--- config.mk ---
export PLATFORM = sky130hd
export DESIGN_NAME = pong_match_ctrl
export DESIGN_NICKNAME = d
export VERILOG_FILES = /design/src/rtl/pong_pkg.sv /design/src/rtl/pong_score_counter.sv /design/src/rtl/pong_match_ctrl.sv
export SDC_FILE = /design/constraint.sdc
export NUM_CORES = 1
export LEC_CHECK = 0
export ABC_CLOCK_PERIOD_IN_PS = 4700
export CAP_MARGIN = 0
export CORE_MARGIN = 5
export CORE_UTILIZATION = 56
export DETAILED_ROUTE_END_ITERATION = 6
export GPL_TIMING_DRIVEN = 0
export HOLD_SLACK_MARGIN = 0.1
export PLACE_DENSITY = 0.83
export SLEW_MARGIN = 10
export SYNTH_ARGS = -nofsm -noshare
export SYNTH_HDL_FRONTEND = slang
export SYNTH_SLANG_ARGS = --single-unit
--- constraint.sdc ---
create_clock -name dyn_clk -period 4.7 [get_ports dyn_clk]
set_input_delay 0.94 -clock dyn_clk [delete_from_list [all_inputs] [get_ports dyn_clk]]
set_output_delay 0.94 -clock dyn_clk [all_outputs]
set_load 0.005 [all_outputs]
--- src/rtl/pong_pkg.sv ---
// Shared Pong definitions: match-state encoding, winner codes, screen
// constants common to the dynamics and match-control blocks, and a small
// helper for the serve-delay clamp.
package pong_pkg;

    // Match-state encoding, also exported on the debug `state` port
    localparam logic [2:0] ST_IDLE  = 3'd0;
    localparam logic [2:0] ST_SERVE = 3'd1;
    localparam logic [2:0] ST_PLAY  = 3'd2;
    localparam logic [2:0] ST_POINT = 3'd3;
    localparam logic [2:0] ST_PAUSE = 3'd4;
    localparam logic [2:0] ST_OVER  = 3'd5;

    typedef enum logic [2:0] {
        IDLE  = ST_IDLE,
        SERVE = ST_SERVE,
        PLAY  = ST_PLAY,
        POINT = ST_POINT,
        PAUSE = ST_PAUSE,
        OVER  = ST_OVER
    } match_state_t;

    // Winner codes
    localparam logic [1:0] WINNER_NONE = 2'd0;
    localparam logic [1:0] WINNER_PLY1 = 2'd1;
    localparam logic [1:0] WINNER_PLY2 = 2'd2;

    // Screen geometry shared with the ball-dynamics block
    localparam int SCREEN_W = 640;
    localparam int SCREEN_H = 480;
    localparam int BALL_X0  = SCREEN_W / 2;
    localparam int BALL_Y0  = SCREEN_H / 2;

    // A zero serve delay would leave no SERVE cycle at all; hold for one tick
    function automatic int eff_delay(input int d);
        return (d < 1) ? 1 : d;
    endfunction

endpackage

--- src/rtl/pong_score_counter.sv ---
// Saturating score counter: synchronous clear, increment enable, stops at
// LIMIT and flags when LIMIT has been reached.
module pong_score_counter #(
    parameter int W     = 4,
    parameter int LIMIT = 9
) (
    input  logic         dyn_clk,
    input  logic         reset,
    input  logic         clr,
    input  logic         inc,
    output logic [W-1:0] count,
    output logic         reached
);

    localparam logic [W-1:0] LIMIT_V = W'(LIMIT);

    // Count up on inc, never past LIMIT; clear has priority
    // NOTE: sequential state uses non-blocking (<=) so every register samples
    // pre-edge values; blocking here would create order-dependent races.
    always_ff @(posedge dyn_clk or posedge reset) begin
        if (reset) begin
            count <= '0;
        end else if (clr) begin
            count <= '0;
        end else if (inc && (count != LIMIT_V)) begin
            count <= count + W'(1);
        end
    end

    assign reached = (count == LIMIT_V);

endmodule

--- src/rtl/pong_match_ctrl.sv ---
// Pong match sequencer: Play/Pause edge detect, serve delay, match FSM and
// two score counters. Optional feature macro PONG_AUTO_SERVE_EN: when
// defined, SERVE advances to PLAY on its own after the delay; otherwise a
// Play press is needed once the delay has expired.
module pong_match_ctrl
    import pong_pkg::*;
#(
    parameter int WIN_SCORE   = 9,
    parameter int SERVE_DELAY = 60,
    parameter int SCORE_W     = 4
) (
    input  logic               dyn_clk,
    input  logic               reset,
    input  logic               play,
    input  logic               goal_ply1,
    input  logic               goal_ply2,
    output logic               run,
    output logic               serve_req,
    output logic               serve_dir,
    output logic               reset_goals,
    output logic [SCORE_W-1:0] score_ply1,
    output logic [SCORE_W-1:0] score_ply2,
    output logic [1:0]         winner,
    output logic [2:0]         state
);

    localparam int DELAY_EFF = eff_delay(SERVE_DELAY);
    localparam int CNT_W     = (DELAY_EFF > 1) ? $clog2(DELAY_EFF) : 1;
    localparam logic [CNT_W-1:0] DELAY_LOAD = CNT_W'(DELAY_EFF - 1);

    match_state_t     state_q;
    logic             play_q;
    logic             rise_q;
    logic [CNT_W-1:0] delay_cnt;
    logic             start_match;
    logic             inc_ply1;
    logic             inc_ply2;
    logic             reached_ply1;
    logic             reached_ply2;

    // Edge detect on the button; the rise is itself registered, so a press
    // acts one tick after the edge that first samples it high
    // NOTE: only flops are reset here; there is no memory array, so the
    // async reset covers every storage element.
    always_ff @(posedge dyn_clk or posedge reset) begin
        if (reset) begin
            play_q <= 1'b0;
            rise_q <= 1'b0;
        end else begin
            play_q <= play;
            rise_q <= play & ~play_q;
        end
    end

    // Score-counter controls; player 1 wins a simultaneous goal
    assign start_match = rise_q && ((state_q == IDLE) || (state_q == OVER));
    assign inc_ply1    = (state_q == PLAY) && goal_ply1;
    assign inc_ply2    = (state_q == PLAY) && goal_ply2 && !goal_ply1;

    pong_score_counter #(.W(SCORE_W), .LIMIT(WIN_SCORE)) u_score_ply1 (
        .dyn_clk (dyn_clk),
        .reset   (reset),
        .clr     (start_match),
        .inc     (inc_ply1),
        .count   (score_ply1),
        .reached (reached_ply1)
    );

    pong_score_counter #(.W(SCORE_W), .LIMIT(WIN_SCORE)) u_score_ply2 (
        .dyn_clk (dyn_clk),
        .reset   (reset),
        .clr     (start_match),
        .inc     (inc_ply2),
        .count   (score_ply2),
        .reached (reached_ply2)
    );

    // Match FSM with registered outputs and the serve delay counter
    always_ff @(posedge dyn_clk or posedge reset) begin
        if (reset) begin
            state_q     <= IDLE;
            run         <= 1'b0;
            serve_req   <= 1'b0;
            serve_dir   <= 1'b1;
            reset_goals <= 1'b0;
            winner      <= WINNER_NONE;
            delay_cnt   <= '0;
        end else begin
            serve_req   <= 1'b0;
            reset_goals <= 1'b0;
            case (state_q)
                IDLE, OVER: begin
                    if (rise_q) begin
                        winner      <= WINNER_NONE;
                        reset_goals <= 1'b1;
                        serve_dir   <= 1'b1;
                        serve_req   <= 1'b1;
                        delay_cnt   <= DELAY_LOAD;
                        state_q     <= SERVE;
                    end
                end
                SERVE: begin
                    if (delay_cnt != '0) begin
                        delay_cnt <= delay_cnt - CNT_W'(1);
`ifdef PONG_AUTO_SERVE_EN
                    end else begin
`else
                    end else if (rise_q) begin
`endif
                        run     <= 1'b1;
                        state_q <= PLAY;
                    end
                end
                PLAY: begin
                    if (goal_ply1) begin
                        serve_dir <= 1'b1;
                        run       <= 1'b0;
                        state_q   <= POINT;
                    end else if (goal_ply2) begin
                        serve_dir <= 1'b0;
                        run       <= 1'b0;
                        state_q   <= POINT;
                    end else if (rise_q) begin
                        run     <= 1'b0;
                        state_q <= PAUSE;
                    end
                end
                POINT: begin
                    if (reached_ply1 || reached_ply2) begin
                        winner  <= reached_ply1 ? WINNER_PLY1 : WINNER_PLY2;
                        state_q <= OVER;
                    end else begin
                        serve_req <= 1'b1;
                        delay_cnt <= DELAY_LOAD;
                        state_q   <= SERVE;
                    end
                end
                PAUSE: begin
                    if (rise_q) begin
                        run     <= 1'b1;
                        state_q <= PLAY;
                    end
                end
                default: begin
                    run     <= 1'b0;
                    state_q <= IDLE;
                end
            endcase
        end
    end

    assign state = state_q;

endmodule
Word level (Yosys, flattened, before mapping)

Cells that the tools add are included.

Flip-flop bits (word level): 25
Input port bits: 5
Output and inout port bits: 17
Word-level logic and storage cells: 90

Add/subtract/negate cells: 3
Equality and inequality tests: 16
Mux-type cells: 34
Bitwise gates (word level): 3
Reductions and logical operators: 23

Operator list:

| operator                                          | count |
|---|---|
| 2-to-1 mux 3 bit                                  | 7 |
| 2-to-1 mux 6 bit                                  | 3 |
| one-hot mux 6 bit (3 select lines)                | 1 |
| 2-to-1 mux 4 bit                                  | 4 |
| one-hot mux 3 bit (5 select lines)                | 1 |
| inequality test 4 bit (second input constant)     | 3 |
| AND reduction 3 bit                               | 4 |
| 2-to-1 mux 1 bit                                  | 11 |
| inequality test 2 bit (second input constant)     | 5 |
| adder 4 x 1 -> 4 bit (second input constant)      | 2 |
| == test 4 bit (second input constant)             | 2 |
| nonzero test 2 bit                                | 4 |
| == test 3 x 2 -> 1 bit (second input constant)    | 2 |
| == test 3 bit (second input constant)             | 2 |
| logical AND 1 bit                                 | 6 |
| 2-to-1 mux 2 bit                                  | 3 |
| nonzero test 6 bit                                | 1 |
| subtractor 6 x 1 -> 6 bit (second input constant) | 1 |
| one-hot mux 1 bit (2 select lines)                | 2 |
| one-hot mux 1 bit (4 select lines)                | 1 |
| one-hot mux 2 bit (2 select lines)                | 1 |
| AND reduction 4 bit                               | 1 |
| == test 3 x 1 -> 1 bit (second input constant)    | 1 |
| zero test 3 bit                                   | 1 |
| other kinds (8)                                   | 10 |

Depth between registers and ports, before layout

Depth in word-level cells: 6
Depth in mapped cells: 7
Gate-level depth less buffers: 6

By module

A second synthesis with hierarchy kept.

Cells, all modules: 142
Area total of the unflattened synthesis: 1463.9 µm²

Modules (own cells, without submodules):

| module             | instances | cells each | area an instance (µm²) | seq. area each (µm²) |
|---|---|---|---|---|
| pong_match_ctrl    | 1         | 94         | 983.4                  | 426.7 |
| pong_score_counter | 2         | 24         | 240.2                  | 100.1 |

Worst setup path before layout

No wires, ideal clock.

Kind: input to register
From: in goal_ply2
To: reg u_score_ply2.count[1]
Setup time: 73 ps
Data arrival time: 1644 ps
Data required time: 4627 ps
Path slack: 2983 ps
Stages: 4
Path buffers: 0
Path through: nand4bb_1 -> nor3_2 -> mux2i_1 -> nor2b_1

Cells in the longest elaborated chain, start to end: 4

RTL lines:

| element                             | line                     | source |
|---|---|---|
| start, declared                     | pong_match_ctrl.sv:16    | `input logic goal_ply2,` |
| logical AND 1 bit (2 in series)     | pong_match_ctrl.sv:58    | `assign inc_ply2 = (state_q == PLAY) && goal_ply2 && !goal_ply1;` |
| logical AND 1 bit                   | pong_score_counter.sv:25 | `end else if (inc && (count != LIMIT_V)) begin` |
| nonzero test 2 bit (no source line) | n/a                      |  |
| end signal, assigned                | pong_score_counter.sv:26 | `count <= count + W'(1);` |
| end, declared                       | pong_score_counter.sv:11 | `output logic [W-1:0] count,` |

No other way between the ends.
A chain may end at the register's enable or synchronous reset.

Worst setup path in the final report

From: reg serve_dir
To: out serve_dir

RTL lines:

| element                | line                   | source |
|---|---|---|
| start, declared        | pong_match_ctrl.sv:19  | `output logic serve_dir,` |
| start signal, assigned | pong_match_ctrl.sv:84  | `serve_dir <= 1'b1;` |
| start signal, assigned | pong_match_ctrl.sv:96  | `serve_dir <= 1'b1;` |
| start signal, assigned | pong_match_ctrl.sv:116 | `serve_dir <= 1'b1;` |

No word-level cell between the ends.

==> key figures <==
Routing
  – Vias per inst: 5.71
  – Total number of vias: 1068
  – Initial DRC Count: 44
  – DRT Pass-1 Iters: 4
  – Drt drc: 0
  – WL/cell: 14.7 um
  – Wirelength, routed: 2.75 mm
  – ANT nets after route: 0

Global route
  – First-pass GRT wire length: 4.81 mm
  – GR Overflow Total: 0
  – Largest net degree at the start of global routing: 26
  – Number of global-route vias before repair: 1124
  – Initial antenna violation count: 0
  – Total GRT Usage: 0.177

Flow run
  – Max-cap check violation count: 0

STA
  – Slew @ Worst Pin: 0.937 ns
  – Final Critical Period: 2.31 ns
  – Slew Limit Fails: 0
  – Endpoints failing hold: 0
  – RSZ-0062 raised after global routing: no
  – Max-slew headroom: 0.375
  – # setup viols final: 0
  – Period utilisation layout: 0.491
  – Worst clock skew: 0.00360 ns
  – Max Clk Rate: 433 MHz
  – Setup ws final: 2.39 ns
  – TNS Setup: 0 ns

Floorplan
  – Chip width: 59.9 um
  – Rows: 18
  – Initial Utilization: 0.574
  – # IOs: 22
  – Die area: 3590 um2
  – Core area: 2430 um2
  – Chip Height: 59.9 um

Clock tree
  – Reg clk slew, reported paths: 0.13 ns
  – Root Buffer: clkbuf_4
  – Clk_lat worst skew: 0.32 ns
  – Post-CTS setup repair buffer count: 0
  – PostCTS Resize Cnt: 0
  – CTS Buf Count: 3
  – Bufs on Longest Clock Path: 2
  – Post-CTS Hold Fix Bufs: 0
  – CTS tree: built
  – H-tree Lvls: 1
  – CTS sink cnt: 25

Logic synthesis
  – Top post-synthesis cells by area: dfrtp_1 43%, ha_1 5.4%, nor2_1 3.5%, nor2b_1 2.7%, mux2i_1 2.2%
  – #FFs+latches synth: 25
  – Post-synth EDFFs: 0
  – Avg Cell Area, Syn: 10.6 um2
  – Synthesized instance count: 132
  – Syn Std Cell Area: 1400 um2
  – Synth Flop Type: dfrtp_1
  – Register area share after synthesis: 0.449
  – Synth top area share: 0.430
  – Yosys top cell by area: dfrtp_1
  – Most frequent cells after synthesis: 24 x dfrtp_1, 13 x nor2_1
  – Async set or reset register ratio after synthesis: 1.00
  – Yosys cell types: 48
  – Syn. warnings: 0
  – Most frequent cell after synthesis: dfrtp_1
  – Net Count, Synth: 143

Setup path
  – Crit start category: flip-flop
  – CP top delay family: flip-flops
  – Worst EP required: 3.76 ns
  – Slowest CP cell: dfstp_2
  – CP cell instances: clkdlybuf4s50_1
  – CP arrival: 1.37 ns
  – Critical Path Max Stage Delay: 0.56 ns
  – Crit path max fanout: 2
  – CP endpoint kind: primary output
  – Critical path class: flip-flop to primary output
  – CP bufs+invs: 1

Placed design
  – Port Buf Inserts: 21
  – Setup WS pre-CTS: 2.25 ns
  – DP Area: 1640 um2
  – Routability cong.: 0.789
  – DP Wirelength: 2.01 mm

Cells and area
  – Share of layout cells above drive strength 1: 0.115
  – Layout area overhead: 19.6%
  – Design area: 1670 um2
  – Final net count: 169
  – Antenna cell count: 0

Power and ir drop
  – Leakage: 0.717 nW
  – Pwr Density: 315 nW/um2
  – Worst-case vdd ir drop: 0.000292 V

Worst hold path
  – Hold Path Class: flip-flop to flip-flop

Status
  – Status: finished clean
registers in the layout (all words and copies together) (netlist names):
signal	cells
play_q	1
u_score_ply1.count	4
state	3
run	1
serve_dir	1
serve_req	1
delay_cnt	6
reset_goals	1
winner	2
rise_q	1
u_score_ply2.count	4
metrics by stage:
| stage | hold slack [ns] | utilization | std cells | power, W |
|---|---|---|---|---|
| floorplan | 0.378 | - | 132 | 0.000385 |
| global placement | 0.384 | 0.676 | 183 | 0.000424 |
| detailed placement | 0.398 | 0.676 | 183 | 0.000434 |
| CTS | 0.416 | 0.687 | 187 | 0.000531 |
| global route | 0.441 | 0.687 | 187 | 0.000562 |
| finish | 0.414 | 0.687 | 187 | 0.000525 |
area by class of cell:
class                           count  area [um2]
Fill cell                         189         762
Multi-Input combinational cell     96         711
Sequential cell                    25         627
Timing Repair Buffer               21         210
Tap cell                           30        37.5
Buffer                              5        36.3
Clock buffer                        4        26.3
Inverter                            6        22.5
final timing paths:
path / from / to / slack [ns] / depth (start not counted)
max: serve_dir / serve_dir / 2.39 / 1
min: play_q / rise_q / 0.41 / 1
max reg2reg: u_score_ply2.count[0] / delay_cnt[2] / 2.89 / 6
min reg2reg: play_q / rise_q / 0.41 / 1
max in group asynchronous: reset / delay_cnt[5] / 3.02 / 2
min in group asynchronous: reset / u_score_ply1.count[1] / 1.11 / 2
metal layers:
metal  routed length, um  track usage
met5                   0            0
met4                  34       0.0823
met3                 108       0.0324
met1                1200        0.211
met2                1410        0.307
logic make-up (layout without fill, tap and decap cells):
| family | Yosys count | in the layout | share of synthesized area |
|---|---|---|---|
| AOI/OAI and AO/OA | 27 | 27 | 0.151 |
| xor gates and xnor gates | 7 | 7 | 0.0493 |
| and+or+nand+nor | 53 | 53 | 0.234 |
| adders and majority gates | 6 | 6 | 0.0538 |
| DFF | 25 | 25 | 0.449 |
| muxes | 3 | 3 | 0.0215 |
| buffers and inverters | 11 | 36 | 0.0421 |
worst register-to-register path, delay by kind of cell (launching register included):
family / cells / cell delay [ns]
buf+inv: 1 / 0.17
fa+ha+maj: 1 / 0.22
flops: 1 / 0.46
mux: 1 / 0.13
simple gates: 1 / 0.17
compound gates: 2 / 0.56
power by group:
| part | internal [W] | leakage (nW) | switching (W) | total [W] |
|---|---|---|---|---|
| registers | 0.000252 | 0.320 | 0.0000314 | 0.000284 |
| clock network | 0.0000332 | 0.0150 | 0.0000624 | 0.0000956 |
| logic | 0.0000734 | 0.382 | 0.0000729 | 0.000146 |
| total | 0.000359 | 0.717 | 0.000167 | 0.000525 |
layout by cell type, fill, tap and decap left out, types with 4 or more instances in the layout:
cell and instances:
ha_1 6, nor2b_1 6, nand2b_1 4, clkdlybuf4s50_1 21, dfrtp_1 24, inv_1 6
a21oi_1 5, o21ai_0 4, nor3_1 6, nor2_1 13
Note: power is estimated with default switching activity, not from simulation.
